==> src/rtl/id_hazard_ctrl.sv <==
// id_hazard_ctrl: DLX decode stage owning the ID/EX control register, with
// load-use stall, multi-cycle multiply sequencing and wrong-path squash.
module id_hazard_ctrl #(
  parameter int MUL_CYCLES  = 4,
  parameter int FLUSH_SLOTS = 1,
  parameter int CNT_W       = 16
) (
  input  logic             clk,
  input  logic             rst_n,
  input  logic [31:0]      id_instr,
  input  logic             id_valid,
  input  logic             flush_i,
  output logic             ex_valid,
  output logic             ex_reg_write,
  output logic             ex_mem_to_reg,
  output logic             ex_mem_write,
  output logic             ex_branch,
  output logic             ex_jump,
  output logic             ex_mul,
  output logic             ex_fp_reg_write,
  output logic [4:0]       ex_rd,
  output logic             stall_o,
  output logic             mem_bubble_o,
  output logic             mul_busy_o,
  output logic [CNT_W-1:0] stall_cnt
);
  localparam int MW = $clog2(MUL_CYCLES + 1);
  localparam int FW = $clog2(FLUSH_SLOTS + 1);

  typedef enum logic [1:0] {RUN, MUL_BUSY, FLUSH} state_t;

  state_t           state_q, state_d;
  logic [MW-1:0]    mul_cnt_q, mul_cnt_d;
  logic [FW-1:0]    flush_left_q, flush_left_d;
  logic [12:0]      ex_q, ex_d, dec;
  logic [CNT_W-1:0] stall_cnt_q;
  logic [5:0]       op, fn;
  logic [4:0]       rs1, rs2, dest;
  logic             is_load, is_store, is_br, is_j, is_jr, is_r, is_mul, is_i2f, is_nop;
  logic             reg_w, hazard;

  // DLX numbers bits MSB-first, so opcode [0:5] is id_instr[31:26]
  assign op       = id_instr[31:26];
  assign rs1      = id_instr[25:21];
  assign rs2      = id_instr[20:16];
  assign fn       = id_instr[5:0];
  assign is_load  = (op >= 6'h20) && (op <= 6'h25);
  assign is_store = (op >= 6'h28) && (op <= 6'h2b);
  assign is_br    = op[5:1] == 5'b00010;
  assign is_j     = op[5:1] == 5'b00001;
  assign is_jr    = op[5:1] == 5'b01001;
  assign is_r     = op == 6'h00;
  assign is_mul   = (op == 6'h01) && ((fn[4:0] == 5'h0e) || (fn[4:0] == 5'h16));
  assign is_i2f   = is_r && (fn == 6'h35);
  assign is_nop   = id_instr == 32'd0;
  assign reg_w    = !(is_store || is_br || op == 6'h02 || op == 6'h12 || is_i2f || is_nop);
  assign dest     = (op == 6'h03 || op == 6'h13) ? 5'd31 : is_r ? id_instr[15:11] : rs2;
  assign dec      = {1'b1, reg_w, is_load, is_store, is_br, is_j | is_jr, is_mul, is_i2f,
                     reg_w ? dest : 5'd0};
  assign hazard   = ex_valid && ex_mem_to_reg && (ex_rd != 5'd0) && id_valid &&
                    ((!is_j && (rs1 == ex_rd)) || ((is_r || is_store) && (rs2 == ex_rd)));

  assign {ex_valid, ex_reg_write, ex_mem_to_reg, ex_mem_write, ex_branch, ex_jump, ex_mul,
          ex_fp_reg_write, ex_rd} = ex_q;
  assign stall_cnt = stall_cnt_q;

  always_comb begin
    state_d      = state_q;
    mul_cnt_d    = mul_cnt_q;
    flush_left_d = flush_left_q;
    ex_d         = '0;
    stall_o      = 1'b0;
    mem_bubble_o = 1'b0;
    mul_busy_o   = 1'b0;
    if (state_q == MUL_BUSY) begin
      ex_d         = ex_q;
      stall_o      = 1'b1;
      mul_busy_o   = 1'b1;
      mem_bubble_o = mul_cnt_q != MW'(1);
      mul_cnt_d    = mul_cnt_q - MW'(1);
      if (mul_cnt_q == MW'(1)) state_d = RUN;
    end else if (state_q == FLUSH) begin
      if (id_valid) begin
        flush_left_d = flush_left_q - FW'(1);
        if (flush_left_q == FW'(1)) state_d = RUN;
      end
    end else if (flush_i) begin
      flush_left_d = FW'(FLUSH_SLOTS - 1);
      if (FLUSH_SLOTS > 1) state_d = FLUSH;
    end else if (hazard) begin
      stall_o = 1'b1;
    end else if (id_valid) begin
      ex_d = dec;
      if (is_mul) begin
        mul_cnt_d = MW'(MUL_CYCLES - 1);
        if (MUL_CYCLES > 1) state_d = MUL_BUSY;
      end
    end
  end

  always_ff @(posedge clk or negedge rst_n) begin
    if (!rst_n) begin
      state_q      <= RUN;
      mul_cnt_q    <= '0;
      flush_left_q <= '0;
      ex_q         <= '0;
      stall_cnt_q  <= '0;
    end else begin
      state_q      <= state_d;
      mul_cnt_q    <= mul_cnt_d;
      flush_left_q <= flush_left_d;
      ex_q         <= ex_d;
      stall_cnt_q  <= (stall_o && stall_cnt_q != '1) ? stall_cnt_q + 1'b1 : stall_cnt_q;
    end
  end
endmodule

==> config.mk <==
export PLATFORM = sky130hd
export DESIGN_NAME = id_hazard_ctrl
export DESIGN_NICKNAME = d
export VERILOG_FILES = /design/src/rtl/id_hazard_ctrl.sv
export SDC_FILE = /design/constraint.sdc
export NUM_CORES = 1
export LEC_CHECK = 0
export ABC_CLOCK_PERIOD_IN_PS = 2200
export CORE_MARGIN = 1
export CORE_UTILIZATION = 29
export DETAILED_ROUTE_END_ITERATION = 10
export PLACE_DENSITY = 0.54
export SYNTH_ARGS = -nofsm -noshare
export SYNTH_HDL_FRONTEND = slang
export SYNTH_SLANG_ARGS = --single-unit
==> constraint.sdc <==
create_clock -name clk -period 2.2 [get_ports clk]
set_input_delay 0.33 -clock clk [delete_from_list [all_inputs] [get_ports clk]]
set_output_delay 0.33 -clock clk [all_outputs]
set_load 0.02 [all_outputs]
* Word level (Yosys, flattened, before mapping) *
Index checks and enable logic that the tools add are counted.

storage, ports and cells
  register bits = 35
  output and inout port bits = 32

cells by class
  $add $sub $neg = 3
  $lt $le $gt $ge = 4
  eq/ne operators = 27
  muxes and demuxes = 31
  bitwise operators = 2
  reduce and logical (&&, ||, !) cells = 33

operators by type and width
  kind                   count
  $mux 13                4
  $logic_not 32->1       1
  $mux 2                 9
  $mux 3                 6
  $add 16x1->16 const B  1
  $ne 16x16->1 const B   1
  $mux 5                 3
  $eq 6x2->1 const B     2
  $eq 6x5->1 const B     2
  $ge 6x6->1 const B     2
  $le 6x6->1 const B     2
  $logic_and 1x1->1      11
  $eq 5x4->1 const B     2
  $eq 5x5->1             2
  $logic_or 1x1->1       9
  $mux 1                 9
  $ne 3x1->1 const B     3
  $reduce_and 7->1       1
  $eq 6x1->1 const B     1
  $eq 6x6->1 const B     1
  $logic_not 6->1        1
  $ne 2x1->1 const B     3
  $ne 3x3->1 const B     2
  $reduce_bool 2->1      3
  other kinds (17)       19

* Logic depth before layout (Yosys ltp) *
Gate-level depths: netlist (run 1).

  depth after elaboration = 12
  mapped depth = 8

* Worst setup path after synthesis (run 1) *
OpenSTA, ideal clock, no wires.

  kind = register -> register
  start point = register stall_cnt_q[0], in the netlist stall_cnt[0]
  end point = register stall_cnt_q[1], in the netlist stall_cnt[1]
  setup time = 125 ps
  data arrival time = 2066 ps
  required time = 2075 ps
  slack = 9 ps
  cell stages (with the launch flop) = 9
  buffers on the path = 1
  path through = dfrtp_1 > ha_1 > nand3_1 > nor3_1 > nand2_1 > nand2_1 > clkbuf_1 > nand2_1 > mux2_2

between the ends
  longest elaborated chain between the ends = 2
  elaborated cells between the ends (all ways) = 3

RTL lines
  element                                                                line  text
  start, declared                                                        36    logic [CNT_W-1:0] stall_cnt_q;
  start signal, assigned                                                 113   stall_cnt_q <= (stall_o && stall_cnt_q != '1) ? stall_cnt_q + 1'b1 : stall_cnt_q;
  parallel branches: the longest is 2 deep, another holds $add 16x1->16  n/a

Several ways; the timed one is not identified.
A chain may end at the register's enable or synchronous reset.

* Final worst setup path (run 1) *
  start point = register ex_q[0]
  end point = output port stall_o

between the ends
  longest elaborated chain between the ends = 8
  elaborated cells between the ends (all ways) = 13

RTL lines
  element                                                       line    text
  start, declared                                               35      logic [12:0] ex_q, ex_d, dec;
  start signal, assigned                                        106     ex_q <= '0;
  start signal, assigned                                        112     ex_q <= ex_d;
  $eq 5x5->1 / $reduce_bool 5->1 (equally long branches)        61, 60
  $logic_and 1x1->1, on equally long branches                   61, 60
  $logic_or 1x1->1 / $logic_and 1x1->1 (equally long branches)  61, 60
  $logic_and 1x1->1 (*)                                         60      assign hazard = ex_valid && ex_mem_to_reg && (ex_rd != 5'd0) && id_valid &&
  $mux 1 (*)                                                    90      end else if (hazard) begin
  $mux 1 (*)                                                    87      end else if (flush_i) begin
  $mux 1 (*)                                                    82      end else if (state_q == FLUSH) begin
  $mux 1 (*)                                                    75      if (state_q == MUL_BUSY) begin
  end, declared                                                 22      output logic stall_o,

Every way passes the cells marked *; elsewhere a longest branch is shown, timed or not.

==> results of run 1 <==
worst max-delay path: stages (launching register included):
cell and delay, ns:
sky130_fd_sc_hd__dfrtp_2 0.43, sky130_fd_sc_hd__buf_4 0.15, sky130_fd_sc_hd__xor2_1 0.20, sky130_fd_sc_hd__nor4_4 0.31
sky130_fd_sc_hd__o21ai_2 0.10, sky130_fd_sc_hd__o21bai_1 0.15, sky130_fd_sc_hd__buf_4 0.16
worst paths after layout:
kind / startpoint / endpoint / slack (ns) / cells after the start
min: rst_n / stall_cnt[5]$_DFFE_PN0P_ / 0.45 / 2
min in group clk: ex_q[6]$_DFFE_PN0N_ / ex_q[6]$_DFFE_PN0N_ / 0.48 / 2
max in group asynchronous: rst_n / ex_q[1]$_DFFE_PN0N_ / 1.42 / 2
min reg2reg: ex_q[6]$_DFFE_PN0N_ / ex_q[6]$_DFFE_PN0N_ / 0.48 / 2
max: ex_q[0]$_DFFE_PN0N_ / stall_o / 0.09 / 6
max reg2reg: ex_q[0]$_DFFE_PN0N_ / stall_cnt[7]$_DFFE_PN0P_ / 0.10 / 8
power groups by stage:
stage | logic, mW | clock network (mW) | registers, mW
floorplan | 0.108 | 0 | 0.714
global placement | 0.377 | 0 | 0.675
detailed placement | 0.381 | 0 | 0.676
CTS | 0.397 | 0.446 | 0.665
global route | 0.446 | 0.472 | 0.668
finish | 0.406 | 0.431 | 0.665
cells by family (layout without fill, tap and decap cells):
family | Yosys count | in the layout | synth area share (%)
AND/OR/NAND/NOR | 86 | 86 | 22.5
AO/OA/AOI/OAI | 42 | 43 | 17.7
XOR/XNOR | 27 | 27 | 12.1
multiplexers | 1 | 1 | 0.578
buffers and inverters | 14 | 129 | 2.76
flip-flops | 33 | 33 | 42.4
adder cells (fa/ha/maj) | 3 | 3 | 1.93
state kept, by name, summed over array words and instances (netlist names):
register   cells
stall_cnt     16
ex_q          13
state_q        1
mul_cnt_q      3
cell usage after synthesis, drive strengths merged:
library cell,n,area share (%)
nor4bb,1,0.51
o21bai,2,0.77
a2111oi,6,4.1
xor2,18,8.1
nand2,34,6.6
xnor2,9,4.0
clkbuf,5,0.96
and2,2,0.64
inv,8,1.5
nor4,8,3.7
or4,1,0.39
nor3b,2,0.77
a22o,7,3.1
o21ai,5,1.3
and4,1,0.45
nand4,5,1.6
nor3,6,1.8
buf,1,0.26
a21o,1,0.39
o41ai,1,0.45
a32o,1,0.51
a21boi,3,1.2
o211ai,1,1.1
mux2,1,0.58
a22oi,1,0.39
ha,3,1.9
nor2,9,1.7
a211oi,5,1.9
nand3,16,4.1
a21oi,7,1.8
a31oi,2,0.64
or3,1,0.32
dfrtp,33,42
stage by stage:
step	util (%)	setup slack [ns]
finish	51.0	0.0868
global route	51.0	-0.0196
CTS	49.6	-0.0557
detailed placement	46.9	-0.583
global placement	46.9	-0.532
floorplan	-	0.00926
layout make-up:
type / instances / area, µm² / share of cell area, %
Clock buffer: 8 / 80.1 / 2.44
Inverter: 8 / 30.0 / 0.916
Multi-Input combinational cell: 160 / 1210 / 37.0
Sequential cell: 33 / 828 / 25.3
Tap cell: 77 / 96.3 / 2.94
Timing Repair Buffer: 113 / 1030 / 31.4
timing repair:
| item | 4_1_cts | 5_1_grt |
|---|---|---|
| setup buffers | 1 | 2 |
| pin swaps | 4 | 16 |
| gates resized for setup | 18 | 16 |
| cloned | 1 | 0 |
| setup endpoints to repair | 7 | 16 |
layer usage:
| layer | global-route usage (%) | wire, µm | vias to the layer above | share of wire (%) |
|---|---|---|---|---|
| li1 | - | - | 985 | - |
| met1 | 21.4 | 2550 | 926 | 45 |
| met2 | 28.5 | 2640 | 77 | 46 |
| met3 | 4.75 | 397 | 13 | 7.0 |
| met4 | 6.74 | 125 | 0 | 2.2 |
| met5 | 0 | 0 | - | 0 |
==> summary.txt, run 1 <==
height of the die: 84.0 µm
share of the clock period used by the worst path after layout: 96.1%
antenna violations before repair: 0
total internal power: 1.07 mW
routed wire length: 5.71 mm
overall global routing resource usage: 17.3%
vias in the first global route: 2,047
clock sink total: 33
final routed DRC violation total: 10
violations in the final reports: DRC
Least-Margin Pin Slew: 0.463 ns
Setup Total Neg Slack: 0 ns
Vias per Instance: 5.02
data arrival time at the worst-slack endpoint: 1.78 ns
final routed wire length divided by cell count: 14.3 µm
effective utilization at floorplan: 30.3%
number of maximum-capacitance constraint violations: 0
crit-path max FO: 3
share of total power consumed by net switching: 28.6%
core box area: 6420 µm²
maximum level of the CTS H-tree: 2
number of nets at the end of the flow: 360
count of endpoints failing hold in the final timing report: 0
proportion of power drawn by combinational gates: 27.1%
Design Power: 1.50 mW
Post-Place Cells: 387
cell area reported after detailed placement: 3010 µm²
setup repair after global routing missed its margin: true
total via count after detailed routing: 2,001
worst clock skew: 0.00554 ns
remaining max-slew budget at the tightest pin: 69.0%
antenna-violating nets left: 0
filler cell count: 578
critical path data required time: 1.87 ns
reported net switching power: 429 µW
shortest clock period the worst path allows after layout: 2.11 ns
most frequent cells in the layout: sky130_fd_sc_hd__clkdlybuf4s50_1, sky130_fd_sc_hd__buf_4, sky130_fd_sc_hd__nand2_1
per-instance average area after synthesis: 9.46 µm²
result of the run: finished with violations
maximum number of pins on one net before global-route repair: 34
most common library cell in the layout ignoring fill and taps: sky130_fd_sc_hd__clkdlybuf4s50_1
GP Congestion: 0.828
maximum clock path buffer count: 2
post-synth cell types: 38
critical setup path kind: register to output pin
Core Rows: 29
final HPWL from detailed placement: 4.47 mm
quantity of I/O buffers inserted on ports: 67
Hold Path Class: input port to asynchronous set/reset pin
area of the mapped netlist: 1950 µm²
startpoint types: register
clock tree from TritonCTS: done
fraction of layout instances using a drive strength above 1: 22.7%
wire length of the first global-routing pass: 9.51 mm
achievable frequency: 0.473 GHz
clk_lat worst skew: 0.28 ns
detailed router's first-iteration violation count: 89
Syn Nets: 245
non-filler cells in the finished layout: 399
Seq cells post-synth: 33
floorplan die area: 7050 µm²
ratio of total power to cell area: 458 nW/µm²
count of hold-fix buffers inserted at cts: 0
area grow syn2layout: 68.3%
peak supply drop: 0.000227 V
register area share after synthesis: 42.4%
number of detailed-route iterations in the first pass: 8
cell area after layout: 3280 µm²
die width: 84.0 µm
Ports: 68
Worst setup EP type: output pin
Ys Warns: 0
synthesized netlist cell count: 206
final setup vio count: 0
final number of max-transition violations: 0
Final Hold Slack: 0.453 ns
Seq pwr share: 44.3%
number of CTS-inserted buffers: 5
antenna diode instance count: 0
leakage dissipation: 1.36 nW
power share of the clock group: 28.7%
cell at the root of the clock tree: sky130_fd_sc_hd__clkbuf_8
clock slew at reported path FFs: 0.07 ns
leftover overflow at the end of global routing: 0
Note: power is estimated with default switching activity, not from simulation.
==> run 2: changes to the inputs <==
--- a/config.mk
+++ b/config.mk
@@ -10,6 +10,7 @@
 export CORE_UTILIZATION = 29
 export DETAILED_ROUTE_END_ITERATION = 10
 export PLACE_DENSITY = 0.54
+export SLEW_MARGIN = 20
 export SYNTH_ARGS = -nofsm -noshare
 export SYNTH_HDL_FRONTEND = slang
 export SYNTH_SLANG_ARGS = --single-unit
==> results of run 2 <==
The final DEF is identical to that of run 1; final timing and power are the same.
==> edit 1: new RTL, config.mk and constraints of run 1 <==
`ex_q` no longer has a reset.
--- a/src/rtl/id_hazard_ctrl.sv
+++ b/src/rtl/id_hazard_ctrl.sv
@@ -103,15 +103,17 @@
       state_q      <= RUN;
       mul_cnt_q    <= '0;
       flush_left_q <= '0;
-      ex_q         <= '0;
       stall_cnt_q  <= '0;
     end else begin
       state_q      <= state_d;
       mul_cnt_q    <= mul_cnt_d;
       flush_left_q <= flush_left_d;
-      ex_q         <= ex_d;
       stall_cnt_q  <= (stall_o && stall_cnt_q != '1) ? stall_cnt_q + 1'b1 : stall_cnt_q;
     end
   end
+
+  always_ff @(posedge clk) begin
+    ex_q <= ex_d;
+  end
 endmodule
 
Function: changed (Yosys sat finds a counterexample within 4 cycles, from zero or initial values and one cycle with rst_n low).
==> edit 1 against run 1 <==
Wire length is 0.60% lower; clock skew is 1.3 ps higher; power increased by 15%; cell area shrank 2.3%; worst hold slack got worse by 65 ps; the flow finishes with violations (setup timing); combinational power up 37%; critical endpoint unchanged; register-to-register slack got worse by 190 ps; area after synthesis decreased by 1.6%; sequential cell count is the same; die area is 1.6% lower; setup slack worse by 200 ps.
==> edit 1: results <==
[place]
post-place-ws_ps = -791
dp_hpwl_um = 4320
gp_congestion = 0.813

[sta]
post-route-period-util_pct = 105
max_slew_margin_pct = 58.7
finalSetupViolCount = 11
setup_ws_ps = -117
holdWs_ps = 388
final.setup_skew_ps = 6.83

[synth]
synth-compound-area-share_pct = 10.6
ys_seq_area_share_pct = 46.5
synth.area.mux_share_pct = 3.20
syn_nets = 212
synth_edf_count = 13
synth-async-reset-ratio_pct = 60.6
synth_xor_area_share_pct = 12.3
ys_types = 46
ys_top_cells_by_area = dfrtp_1, edfxtp_1, xor2_1
synthTopCellsByCount = dfrtp_1, xor2_1, edfxtp_1

[pwr]
ir_drop_mv = 0.288
p_leak_nw = 1.29

[setup_path]
reg2reg_depth = 6
r2r_slack_ps = -90
r2r_end = ex_q[2]$_SDFFCE_PP0N_
max_stage_delay_ps = 570
critPathMaxFanout = 2
slowest_stage = or4_4

[status]
status = finished, violations left
violations = setup timing

[finish]
drive_above_1_share_pct = 24.8
nets = 328
largest_register_ffs = 16

[route]
wl_per_cell_um = 15.5
firstDrtPassIters = 4
drt-initial-drc-count = 81

[global_route]
gr-usage-all-layers_pct = 16.4
grt_max_degree = 21
grt_pass1_wl_um = 9050

[clock_tree]
clk_latency_ps = 280
edit 1: changes by cell type after synthesis, moves of 4 or more:
cell,run 1,this run
dfrtp_1,33,20
o21ai_0,5,1
a2111oi_2,4,0
mux2i_1,0,5
nand3_1,16,4
nor3_1,5,11
a211oi_1,5,0
clkbuf_1,5,0
a22o_1,7,0
edfxtp_1,0,13
nand4_1,5,10
nand2_1,34,12
edit 1: layout make-up:
type,instances,area share [%]
Multi-Input combinational cell,128,34.2
Timing Repair Buffer,109,31.0
Sequential cell,33,27.8
Tap cell,77,3.01
Clock buffer,7,2.38
Inverter,12,1.41
Clock inverter,1,0.117
edit 1: per-layer routing:
layer / vias up / track usage [%] / part of all wire [%]
met1: 897 / 22.1 / 48
met2: 27 / 26.8 / 48
met5: - / 0 / 0
met3: 11 / 2.88 / 2.2
li1: 882 / - / -
met4: 0 / 5.17 / 1.7
edit 1: kinds of logic (layout without fill, tap and decap cells):
| family | Yosys count | after routing |
|---|---|---|
| adders and majority gates | 3 | 3 |
| and+or+nand+nor | 69 | 69 |
| buffers and inverters | 13 | 129 |
| DFF | 33 | 33 |
| AOI/OAI and AO/OA | 22 | 23 |
| xor gates and xnor gates | 27 | 27 |
| muxes | 6 | 6 |
edit 1: repair_timing:
item / in CTS / in global routing
setup endpoints to repair: 32 / 25
setup buffers: 3 / 3
pin swaps: 10 / 12
gates cloned: 0 / 1
gates resized for setup: 22 / 11
edit 1: worst max path at each step:
stage	startpoint	to	slack, ps	cells after the start
after CTS	ex_q[0]$_SDFFCE_PP0N_	ex_q[1]$_SDFFCE_PP0N_	-130	6
after floorplan	ex_q[0]$_SDFFCE_PP0N_	ex_q[0]$_SDFFCE_PP0N_	-100	6
final	ex_q[0]$_SDFFCE_PP0N_	stall_o	-120	7
after global routing	ex_q[4]$_SDFFCE_PP0N_	stall_o	-180	7
after detailed placement	id_instr[31]	stall_o	-790	7
after global placement	id_instr[31]	stall_o	-760	7
edit 1: worst register-to-register path, stage by stage, from the launching register on:
cell and delay [ps]:
edfxtp_1 380, or4_4 570, o2111ai_4 220, inv_1 80
a211o_4 360, a311o_2 400, a21oi_1 140
edit 1: power by group:
part	internal [mW]	switching, mW
clock network	0.220	0.216
logic	0.283	0.274
registers	0.693	0.0394
edit 1: per-stage QoR:
step	power (mW)	instances	setup TNS, ps	utilization, %	cell area, um^2
2_1_floorplan	1.00	173	-845	-	1930
3_3_place_gp	1.26	352	-16210	46.5	2950
3_5_place_dp	1.27	352	-17020	46.5	2950
4_1_cts	1.72	363	-800	48.7	3100
5_1_grt	1.82	367	-2550	50.4	3200
6_report	1.73	367	-644	50.4	3200
==> edit 2: new RTL, settings of run 1 <==
Made on the original files. Set the parameter `CNT_W` to 12 (it was 16).
--- a/src/rtl/id_hazard_ctrl.sv
+++ b/src/rtl/id_hazard_ctrl.sv
@@ -3,7 +3,7 @@
 module id_hazard_ctrl #(
   parameter int MUL_CYCLES  = 4,
   parameter int FLUSH_SLOTS = 1,
-  parameter int CNT_W       = 16
+  parameter int CNT_W       = 12
 ) (
   input  logic             clk,
   input  logic             rst_n,
Ports: changed (resized stall_cnt); port bits go from 68 to 64. The function was not compared with the original's and may differ.
==> edit 2 against run 1 <==
Worst hold slack got worse by 16 ps; wire length decreased by 12%; largest cell class unchanged; clock power increased by 31%; cell area decreased by 11%; power increased by 1.4%; setup slack got worse by 64 ps; sequential cell count decreased by 4; critical endpoint unchanged; area after synthesis decreased by 7.1%.
==> edit 2: results <==
[synth]
ys_seq_area_share_pct = 40.1
synthAdderAreaFrac_pct = 2.07
ys_types = 50
syn_area_per_cell_um2 = 10.3
synthTopCellsByCount = dfrtp_1, nand2_1, xor2_1
ys_top_cells_by_area = dfrtp_1, xor2_1, a22o_1
synth.area.mux_share_pct = 6.09
synth_xor_area_share_pct = 9.68

[setup_path]
reg2reg_depth = 7
critPathMaxFanout = 2
crit_arrival_ps = 1850
slowest_stage = clkdlybuf4s50_1

[route]
wl_per_cell_um = 14.5
wl_met1_um = 2330
met3WireLength_um = 154
wirelength_um = 5050
drt-initial-drc-count = 43
wl_met2_um = 2460

[place]
numPortBuffers = 63
dp_cells = 338
post-place-ws_ps = -524
gp_congestion = 0.802
post_dp_cell_area_um2 = 2730
dp_hpwl_um = 4010

[finish]
nets = 311
drive_above_1_share_pct = 21.2
fillers = 592

[global_route]
use_met1_pct = 22.1
grt_max_degree = 30
gr-usage-all-layers_pct = 16.8
grt_pass1_vias = 1749
grt_util_met3_pct = 3.03

[sta]
final.setup_skew_ps = 6.13

[status]
status = completed

[pwr]
ir_drop_mv = 0.334
==> edit 2: logic make-up (layout without fill, tap and decap cells) <==
family | after synthesis | after routing
xor+xnor | 20 | 20
simple gates | 65 | 65
buf+inv | 11 | 108
fa+ha+maj | 3 | 3
flops | 29 | 29
compound gates | 38 | 38
mux | 10 | 10
==> edit 2: area by class of cell <==
cell class                 instances  area [um^2]  area share (%)
inverter                           6         22.5           0.771
sequential                        29          726            24.8
clock inverter                     1         30.0            1.03
timing repair buffer              94          893            30.6
tap                               75         93.8            3.21
multi-input combinational        136         1070            36.6
clock buffer                       7         86.3            2.96
==> edit 2: what timing repair did <==
item	CTS	global route
pin swaps	3	8
cloned	0	0
setup buffers	0	2
endpoints found under the setup margin	6	15
resized for setup	9	15
==> edit 2: worst min path at each step <==
stage                                     from  slack [ps]                        to  cells after the start
after floorplan                          rst_n          30       ex_q[0]$_DFFE_PN0N_                      0
after global placement    ex_q[11]$_DFFE_PN0N_         470      ex_q[11]$_DFFE_PN0N_                      1
after detailed placement  ex_q[11]$_DFFE_PN0N_         470      ex_q[11]$_DFFE_PN0N_                      1
after CTS                                rst_n         450  stall_cnt[5]$_DFFE_PN0P_                      2
after global routing                     rst_n         460       ex_q[2]$_DFFE_PN0N_                      2
final                                    rst_n         440    state_q[0]$_DFFE_PN0P_                      2
==> edit 2: where the power goes <==
part           internal, mW  switching, mW  leakage, nW  total [mW]
Clock                 0.369          0.197       0.0585       0.566
Sequential            0.565         0.0238        0.355       0.589
Combinational         0.198          0.170        0.884       0.368
Total                  1.13          0.391         1.30        1.52
==> edit 2: worst max-delay path: cells and delay by family <==
family	cells	cell delay [ps]
AOI/OAI and AO/OA	2	430
buffers and inverters	2	550
xor gates and xnor gates	1	170
and+or+nand+nor	2	370
